==> config.mk <==
export PLATFORM = sky130hd
export DESIGN_NAME = maxpool_stream_flat
export DESIGN_NICKNAME = d
export VERILOG_FILES = /design/src/rtl/maxpool_stream_if.sv /design/src/rtl/maxpool_stream.sv /design/src/flat_wrapper.sv
export SDC_FILE = /design/constraint.sdc
export NUM_CORES = 1
export LEC_CHECK = 0
export ABC_AREA = 1
export BUFFER_PORTS_ARGS = -buffer_cell sky130_fd_sc_hd__buf_2
export CORE_ASPECT_RATIO = 2
export CORE_MARGIN = 2
export CORE_UTILIZATION = 46
export CTS_CLUSTER_DIAMETER = 50
export CTS_CLUSTER_SIZE = 14
export DETAILED_ROUTE_END_ITERATION = 10
export PLACE_DENSITY_LB_ADDON = 0.3
export SYNTH_ARGS = -nofsm -noshare
export SYNTH_HDL_FRONTEND = slang
export SYNTH_SLANG_ARGS = --single-unit
==> constraint.sdc <==
create_clock -name clk -period 6.1 [get_ports clk]
set_clock_uncertainty 0.15 [all_clocks]
set_input_delay 0.305 -clock clk [delete_from_list [all_inputs] [get_ports clk]]
set_output_delay 0.305 -clock clk [all_outputs]
set_load 0.02 [all_outputs]
==> src/rtl/maxpool_stream_if.sv <==
// Stream bundle for the max-pool stage: pixel input, pooled output and
// frame control.
//
// Handshake rule for both streams: the producer raises *_vld with stable data
// and holds data and *_vld unchanged until the consumer's *_rdy is high on the
// same rising edge. A transfer happens on exactly those edges. The producer
// never waits for *_rdy before asserting *_vld.
interface maxpool_stream_if #(
  parameter int DATA_W = 18,
  parameter int CH     = 2
);
  logic                 strt;
  logic                 din_vld;
  logic [CH*DATA_W-1:0] din;
  logic                 din_rdy;
  logic                 dout_vld;
  logic [CH*DATA_W-1:0] dout;
  logic                 dout_rdy;
  logic                 bsy;
  logic                 done;

  modport master (
    output strt, din_vld, din, dout_rdy,
    input  din_rdy, dout_vld, dout, bsy, done
  );

  modport slave (
    input  strt, din_vld, din, dout_rdy,
    output din_rdy, dout_vld, dout, bsy, done
  );
endinterface

==> src/rtl/maxpool_stream.sv <==
// Streaming POOL x POOL max-pool over a raster-ordered, multi-channel image.
// One running maximum per window column per channel is kept in a line buffer;
// the pooled word leaves one cycle after the window's last pixel is accepted.
module maxpool_stream #(
  parameter int DATA_W = 18,
  parameter int CH     = 2,
  parameter int IMG_W  = 24,
  parameter int IMG_H  = 24,
  parameter int POOL   = 2
) (
  input  logic             clk,
  input  logic             rst,
  maxpool_stream_if.slave  bus,
  output logic [1:0]       state_dbg
);

  localparam int WIN_N = IMG_W / POOL;
  localparam int COL_W = (IMG_W > 1) ? $clog2(IMG_W) : 1;
  localparam int ROW_W = (IMG_H > 1) ? $clog2(IMG_H) : 1;
  localparam int PC_W  = $clog2(POOL);
  localparam int WC_W  = (WIN_N > 1) ? $clog2(WIN_N) : 1;

  if ((IMG_W % POOL) != 0 || (IMG_H % POOL) != 0 || POOL < 2 || POOL > 4) begin : g_bad_param
    $error("maxpool_stream: IMG_W and IMG_H must be multiples of POOL, POOL must be 2..4");
  end

  typedef enum logic [1:0] {
    IDLE  = 2'd0,
    RUN   = 2'd1,
    DRAIN = 2'd2
  } state_t;

  state_t state, state_nxt;

  logic [COL_W-1:0] col;
  logic [ROW_W-1:0] row;
  logic [PC_W-1:0]  pc, pr;
  logic [WC_W-1:0]  wc;

  logic signed [DATA_W-1:0] lb      [CH][WIN_N];
  logic signed [DATA_W-1:0] px      [CH];
  logic signed [DATA_W-1:0] lb_cur  [CH];
  logic signed [DATA_W-1:0] run_max [CH];

  logic                 dout_vld_q;
  logic [CH*DATA_W-1:0] dout_q;
  logic                 done_q;

  logic din_rdy, accept, first_px, win_done, col_last, row_last, pc_last, pr_last;
  logic drain_exit;

  assign col_last = (col == COL_W'(IMG_W - 1));
  assign row_last = (row == ROW_W'(IMG_H - 1));
  assign pc_last  = (pc == PC_W'(POOL - 1));
  assign pr_last  = (pr == PC_W'(POOL - 1));

  // Handshake qualifiers: input stalls only while a pooled word is waiting.
  always_comb begin
    din_rdy    = 1'b0;
    drain_exit = 1'b0;
    if (state == RUN) din_rdy = !(dout_vld_q && !bus.dout_rdy);
    if (state == DRAIN) drain_exit = !dout_vld_q || bus.dout_rdy;
  end

  assign accept   = din_rdy && bus.din_vld;
  assign first_px = (pr == '0) && (pc == '0);
  assign win_done = accept && pr_last && pc_last;

  // Per-channel unpack and signed running max against the window's buffer slot.
  always_comb begin
    for (int c = 0; c < CH; c++) begin
      px[c]      = bus.din[c*DATA_W +: DATA_W];
      lb_cur[c]  = lb[c][wc];
      run_max[c] = (px[c] > lb_cur[c]) ? px[c] : lb_cur[c];
    end
  end

  // Line buffer: the first pixel of a window seeds the slot, the rest fold in.
  always_ff @(posedge clk) begin
    if (accept) begin
      for (int c = 0; c < CH; c++) begin
        lb[c][wc] <= first_px ? px[c] : run_max[c];
      end
    end
  end

  // Raster position counters; window column advances without a divider.
  always_ff @(posedge clk) begin
    if (rst || (state == IDLE && bus.strt)) begin
      col <= '0;
      row <= '0;
      pc  <= '0;
      pr  <= '0;
      wc  <= '0;
    end else if (accept) begin
      if (col_last) begin
        col <= '0;
        pc  <= '0;
        wc  <= '0;
        if (row_last) begin
          row <= '0;
          pr  <= '0;
        end else begin
          row <= row + 1'b1;
          pr  <= pr_last ? '0 : pr + 1'b1;
        end
      end else begin
        col <= col + 1'b1;
        if (pc_last) begin
          pc <= '0;
          wc <= wc + 1'b1;
        end else begin
          pc <= pc + 1'b1;
        end
      end
    end
  end

  // Output register: loads on window completion, holds while stalled.
  always_ff @(posedge clk) begin
    if (rst) begin
      dout_vld_q <= 1'b0;
      dout_q     <= '0;
    end else if (win_done) begin
      dout_vld_q <= 1'b1;
      for (int c = 0; c < CH; c++) begin
        dout_q[c*DATA_W +: DATA_W] <= run_max[c];
      end
    end else if (dout_vld_q && bus.dout_rdy) begin
      dout_vld_q <= 1'b0;
    end
  end

  // Frame-end pulse, one cycle after the drain condition is met.
  always_ff @(posedge clk) begin
    if (rst) done_q <= 1'b0;
    else     done_q <= drain_exit;
  end

  // FSM state register.
  always_ff @(posedge clk) begin
    if (rst) state <= IDLE;
    else     state <= state_nxt;
  end

  // FSM next state.
  always_comb begin
    state_nxt = state;
    case (state)
      IDLE:    if (bus.strt) state_nxt = RUN;
      RUN:     if (accept && row_last && col_last) state_nxt = DRAIN;
      DRAIN:   if (drain_exit) state_nxt = IDLE;
      default: state_nxt = IDLE;
    endcase
  end

  assign bus.din_rdy  = din_rdy;
  assign bus.dout_vld = dout_vld_q;
  assign bus.dout     = dout_q;
  assign bus.bsy      = (state != IDLE);
  assign bus.done     = done_q;
  assign state_dbg    = state;

endmodule
==> src/flat_wrapper.sv <==
// flat-port wrapper written by rule: the top's interface ports become plain ports
module maxpool_stream_flat 
#(
  parameter int DATA_W = 18,
  parameter int CH     = 2,
  parameter int IMG_W  = 24,
  parameter int IMG_H  = 24,
  parameter int POOL   = 2
)
  (clk, rst, state_dbg, bus_strt, bus_din_vld, bus_din, bus_dout_rdy, bus_din_rdy, bus_dout_vld, bus_dout, bus_bsy, bus_done);
  maxpool_stream_if #(.DATA_W(DATA_W), .CH(CH)) bus_i ();
  input  logic clk;
  input  logic rst;
  output logic [1:0] state_dbg;
  input wire logic [$bits(bus_i.strt)-1:0] bus_strt;
  input wire logic [$bits(bus_i.din_vld)-1:0] bus_din_vld;
  input wire logic [$bits(bus_i.din)-1:0] bus_din;
  input wire logic [$bits(bus_i.dout_rdy)-1:0] bus_dout_rdy;
  output wire logic [$bits(bus_i.din_rdy)-1:0] bus_din_rdy;
  output wire logic [$bits(bus_i.dout_vld)-1:0] bus_dout_vld;
  output wire logic [$bits(bus_i.dout)-1:0] bus_dout;
  output wire logic [$bits(bus_i.bsy)-1:0] bus_bsy;
  output wire logic [$bits(bus_i.done)-1:0] bus_done;
  assign bus_i.strt = bus_strt;
  assign bus_i.din_vld = bus_din_vld;
  assign bus_i.din = bus_din;
  assign bus_i.dout_rdy = bus_dout_rdy;
  assign bus_din_rdy = bus_i.din_rdy;
  assign bus_dout_vld = bus_i.dout_vld;
  assign bus_dout = bus_i.dout;
  assign bus_bsy = bus_i.bsy;
  assign bus_done = bus_i.done;
  maxpool_stream #(.DATA_W(DATA_W), .CH(CH), .IMG_W(IMG_W), .IMG_H(IMG_H), .POOL(POOL)) u_core (.clk(clk), .rst(rst), .bus(bus_i), .state_dbg(state_dbg));
endmodule
Word-level counts from Yosys, hierarchy flattened
Memories as Yosys holds them, arrays and structs flattened.
Index checks and enable logic that the tools add are counted.
{"block": "op_classes", "addsub": 5, "order_cmp": 4, "n_eq_ne": 7, "mux": 30, "bitwise": 3, "reduce_logical": 22}
{"cell": "$mux 216", "count": 1}
{"cell": "$mux 18", "count": 9}
{"cell": "$bmux 18 s4", "count": 2}
{"cell": "$demux 18 s4", "count": 1}
{"cell": "$gt 18x18->1", "count": 2}
{"cell": "$add 5x1->5 const B", "count": 2}
{"cell": "$eq 5x5->1 const B", "count": 2}
{"cell": "$logic_and 1x1->1", "count": 10}
{"cell": "$mux 5", "count": 2}
{"cell": "$mux 1", "count": 9}
{"cell": "$mux 4", "count": 2}
{"cell": "$mux 2", "count": 3}
{"cell": "$pmux 2 s3", "count": 1}
{"cell": "$reduce_bool 2->1", "count": 3}
{"cell": "$ge 5x5->1 const B", "count": 1}
{"cell": "$lt 5x1->1 const B", "count": 1}
{"cell": "$not 4->5", "count": 1}
{"cell": "$add 4x1->4 const B", "count": 1}
{"cell": "$ne 2x2->1 const B", "count": 2}
{"cell": "$reduce_and 2->1", "count": 2}
{"cell": "$logic_not 1->1", "count": 3}
{"cell": "$reduce_and 3->1", "count": 1}
{"cell": "$add 1x1->1 const B", "count": 2}
{"cell": "$eq 2x1->1 const B", "count": 1}
{"cell": "other kinds (5)", "count": 7}
{"block": "word_totals", "ff_bits": 56, "ram_bits": 432, "inputBits": 41, "elab_cells": 81, "n_memories": 1}
{"name": "u_core.lb", "depth": 2, "width": 216, "rd": 2, "rd_ports_with_merged_regs": 0, "wr": 2, "line_no": "maxpool_stream.sv:40", "rtl": "logic signed [DATA_W-1:0] lb [CH][WIN_N];"}

Longest topological paths before layout
{"block": "logic_depth", "depth_word": 9, "depth_mapped": 26, "mapped_depth_nobuf": 21}

Worst setup path after synthesis
Ideal clock, no wire load.
{"block": "synth_timing", "kind": "flip-flop to flip-flop", "startpoint": "register u_core.state[0] (netlist: u_core.state_dbg[0])", "endpoint": "memory u_core.lb[0][100] (netlist name), enable pin", "t_arrival_ns": 3.763, "required_time_ns": 5.476, "slack_ns": 1.713, "path_stages_with_launch": 6, "path_buffers": 1, "period_less_slack_ns": 4.387, "path_cell_list": "dfxtp_1 -> nand2_1 -> nor2_2 -> nand2_4 -> buf_1 -> nor3_1"}
{"element": "start, declared", "line_no": "maxpool_stream.sv:33", "rtl": "state_t state, state_nxt;"}
{"element": "start signal, assigned", "line_no": "maxpool_stream.sv:143", "rtl": "else state <= state_nxt;"}
{"element": "end, declared", "line_no": "maxpool_stream.sv:40"}

==> metrics.txt <==
PwrDens=274 nW/µm²; post-synth top area share=0.602; Syn Nets=2,121; FF/Latch Area=14,100 µm²; slowest stage cell, crit path=buf_12; Slew Limit Fails=0; chip height=310 µm; headroom to the max-slew limit=0.156; Post-CTS Repair Setup Buffers=0; Max clock buf depth=3; Fillers=4,119; sequential share of the synthesized area=0.654; WP data required=6.07 ns; crit-path cells=buf_12 > o21ai_0 > o22ai_1 > nand2_1 > nand3_1 > inv_1 > ha_1 > nand2_1 > nor2_1 > nand2_1 > nor2_1 > nand3_2 > nand3_4 > nand2_1 > nand3_1 > o21ai_0; I/O pins=83; Cells after Synth=2,038; area delta synth->final=11.9%; top cells by area, synth=edfxtp_1 (60%), nor2_1 (5.7%), o21ai_0 (5.5%); Num CTS Buffers=42; final setup violation count=0; most used cell, CP=nand2_1; via count=15,700; most frequent cells in the layout=edfxtp_1 (432), nor2_1 (322), nand2_1 (288), o21ai_0 (238), inv_1 (135); critical path startpoint=u_core.wc[0]; initial antenna violation count=1; Worst Hold Path Cells=5; Synth Register Bits=488; Syn Area/Cell=10.6 µm²; drt drc=0; nets@finish=2,191; layout cell share with drive strength beyond 1=0.109; Worst Tran Pin Value=1.25 ns; multi-input logic area=6350 µm²; RSZ-0062 raised after global routing=no; Hold Startpoint=bus_din[11]; clock latency on the worst-skew pair=0.55 ns; DRT iter0 DRCs=1,518; leakage=9.01 nW; RePlAce Congestion=0.818; die width=157 µm; CP endpoint kind=flop; Resized cells post-CTS=0; Root Driver=clkbuf_16; Setup Crit Path Kind=flop to flop; Period minus WS final=4.85 ns; CP max stage delay=0.64 ns; Top Family by Delay on Critical Path=simple AND/OR/NAND/NOR gates; startpoint types=flop; first-pass GRT wire length=86,000 µm; DIE AREA=48,700 µm²; Core Footprint=46,500 µm²; final hold violation count=0; Antenna Nets Post-Route=0; hold_buf cts=18; Starting Density=0.463; most common cell after layout, fill and taps aside=edfxtp_1; Critical Path Fanout Max=220; max cap viols=0; Critical Path Stages=16; I/O Buffers=82; worst hold path class=primary input to flop; vias in the first global route=15,200; total detailed-routing wirelength=56,800 µm; TritonCTS clock tree=done; Num Clock Sinks=488; grt ovf=0; largest net degree at the start of global routing=221; outcome=finished clean; DP Wirelength=34,200 µm; R2R Path Start=u_core.wc[0]; Site Rows=112; Netlist Area Pre-Place=21,600 µm²; Worst Path Arrival=4.83 ns; Yosys cell types=35; total power=6.62 mW; Max Fclk=0.206 GHz; worst path bufs/invs=2; crit share post-route=0.796; reg2reg path depth=16; vias per cell=5.66; Worst R2R Setup Slack=1.25 ns; GRT Overall Usage=0.233; Peak VDD IR=0.173 mV; clock slew at reported path FFs=0.06 ns; H-tree Lvls=2; router iterations before antenna repair=5; setup TNS=0 ns; Yosys Warn Count=0; hold slack=0.0153 ns; DR WL/cell=20.5 µm; largest area contributor in the netlist=edfxtp_1
==> through the flow <==
step | util | area, µm² | instances | setup WS, ns
2_1_floorplan | - | 21600 | 2038 | 1.71
3_3_place_gp | 0.487 | 22700 | 2672 | 1.32
3_5_place_dp | 0.487 | 22700 | 2672 | 1.22
4_1_cts | 0.518 | 24100 | 2768 | 1.22
5_1_grt | 0.519 | 24100 | 2769 | 0.769
6_report | 0.519 | 24100 | 2771 | 1.25
==> flip-flops by register name (all words and copies together) (netlist names) <==
register and cells:
u_core.pr 1, u_core.row 5, u_core.col 5, u_core.state_dbg 2, u_core.wc 4, u_core.bus.dout 36
u_core.pc 1, u_core.bus.dout_vld 1, u_core.lb 432, u_core.bus.done 1
==> worst reg2reg max path: stages, from the launching register on <==
cell	delay [ns]
dfxtp_4	0.38
buf_12	0.64
o21ai_0	0.32
o22ai_1	0.21
nand2_1	0.06
nand3_1	0.19
inv_1	0.10
ha_1	0.28
nand2_1	0.04
nor2_1	0.37
nand2_1	0.09
nor2_1	0.14
nand3_2	0.34
nand3_4	0.51
nand2_1	0.10
nand3_1	0.08
o21ai_0	0.42
==> synth_stat cells (all sizes together) <==
cell and count:
nor3 17, nor3b 5, nor2 329, clkinv 1, a21boi 1, xnor2 2
a21o 4, nor4 2, o21ai 255, inv 154, dfxtp 56, nand3 122
a21oi 17, nand2 292, edfxtp 432, o22ai 108, a211oi 1, nand4 74
clkbuf 65, buf 59, ha 42
==> kinds of logic after synthesis <==
| family | Yosys count | synth area share |
|---|---|---|
| AO/OA/AOI/OAI | 386 | 0.0966 |
| AND/OR/NAND/NOR | 841 | 0.169 |
| flip-flops | 488 | 0.654 |
| buffers and inverters | 279 | 0.0559 |
| XOR/XNOR | 2 | 0.000813 |
| adder cells (fa/ha/maj) | 42 | 0.0244 |
==> cell type report <==
cell class	instances	share of cell area
Sequential cell	488	0.584
Multi-Input combinational cell	1271	0.263
Clock inverter	4	0.00150
Clock buffer	74	0.0512
Timing Repair Buffer	150	0.0431
Tap cell	627	0.0325
Antenna cell	2	0.000207
Inverter	155	0.0243
==> final timing paths <==
path | to
min | u_core.bus.dout[11]
min reg2reg | u_core.pr
max reg2reg | u_core.lb[0][104]
max | u_core.lb[0][104]
==> per-layer routing <==
layer | track usage | wire [µm] | up-vias
li1 | - | - | 7321
met1 | 0.274 | 21400 | 7628
met2 | 0.429 | 30000 | 600
met3 | 0.0251 | 3350 | 131
met4 | 0.0964 | 2080 | 2
met5 | 0 | 12 | -
==> power breakdown <==
part | internal, mW | switching, mW | leakage, nW
clock network | 1.38 | 1.17 | 0.604
registers | 3.68 | 0.00466 | 4.34
logic | 0.108 | 0.277 | 4.07
total | 5.17 | 1.45 | 9.01
Note: power is estimated with default switching activity, not from simulation.
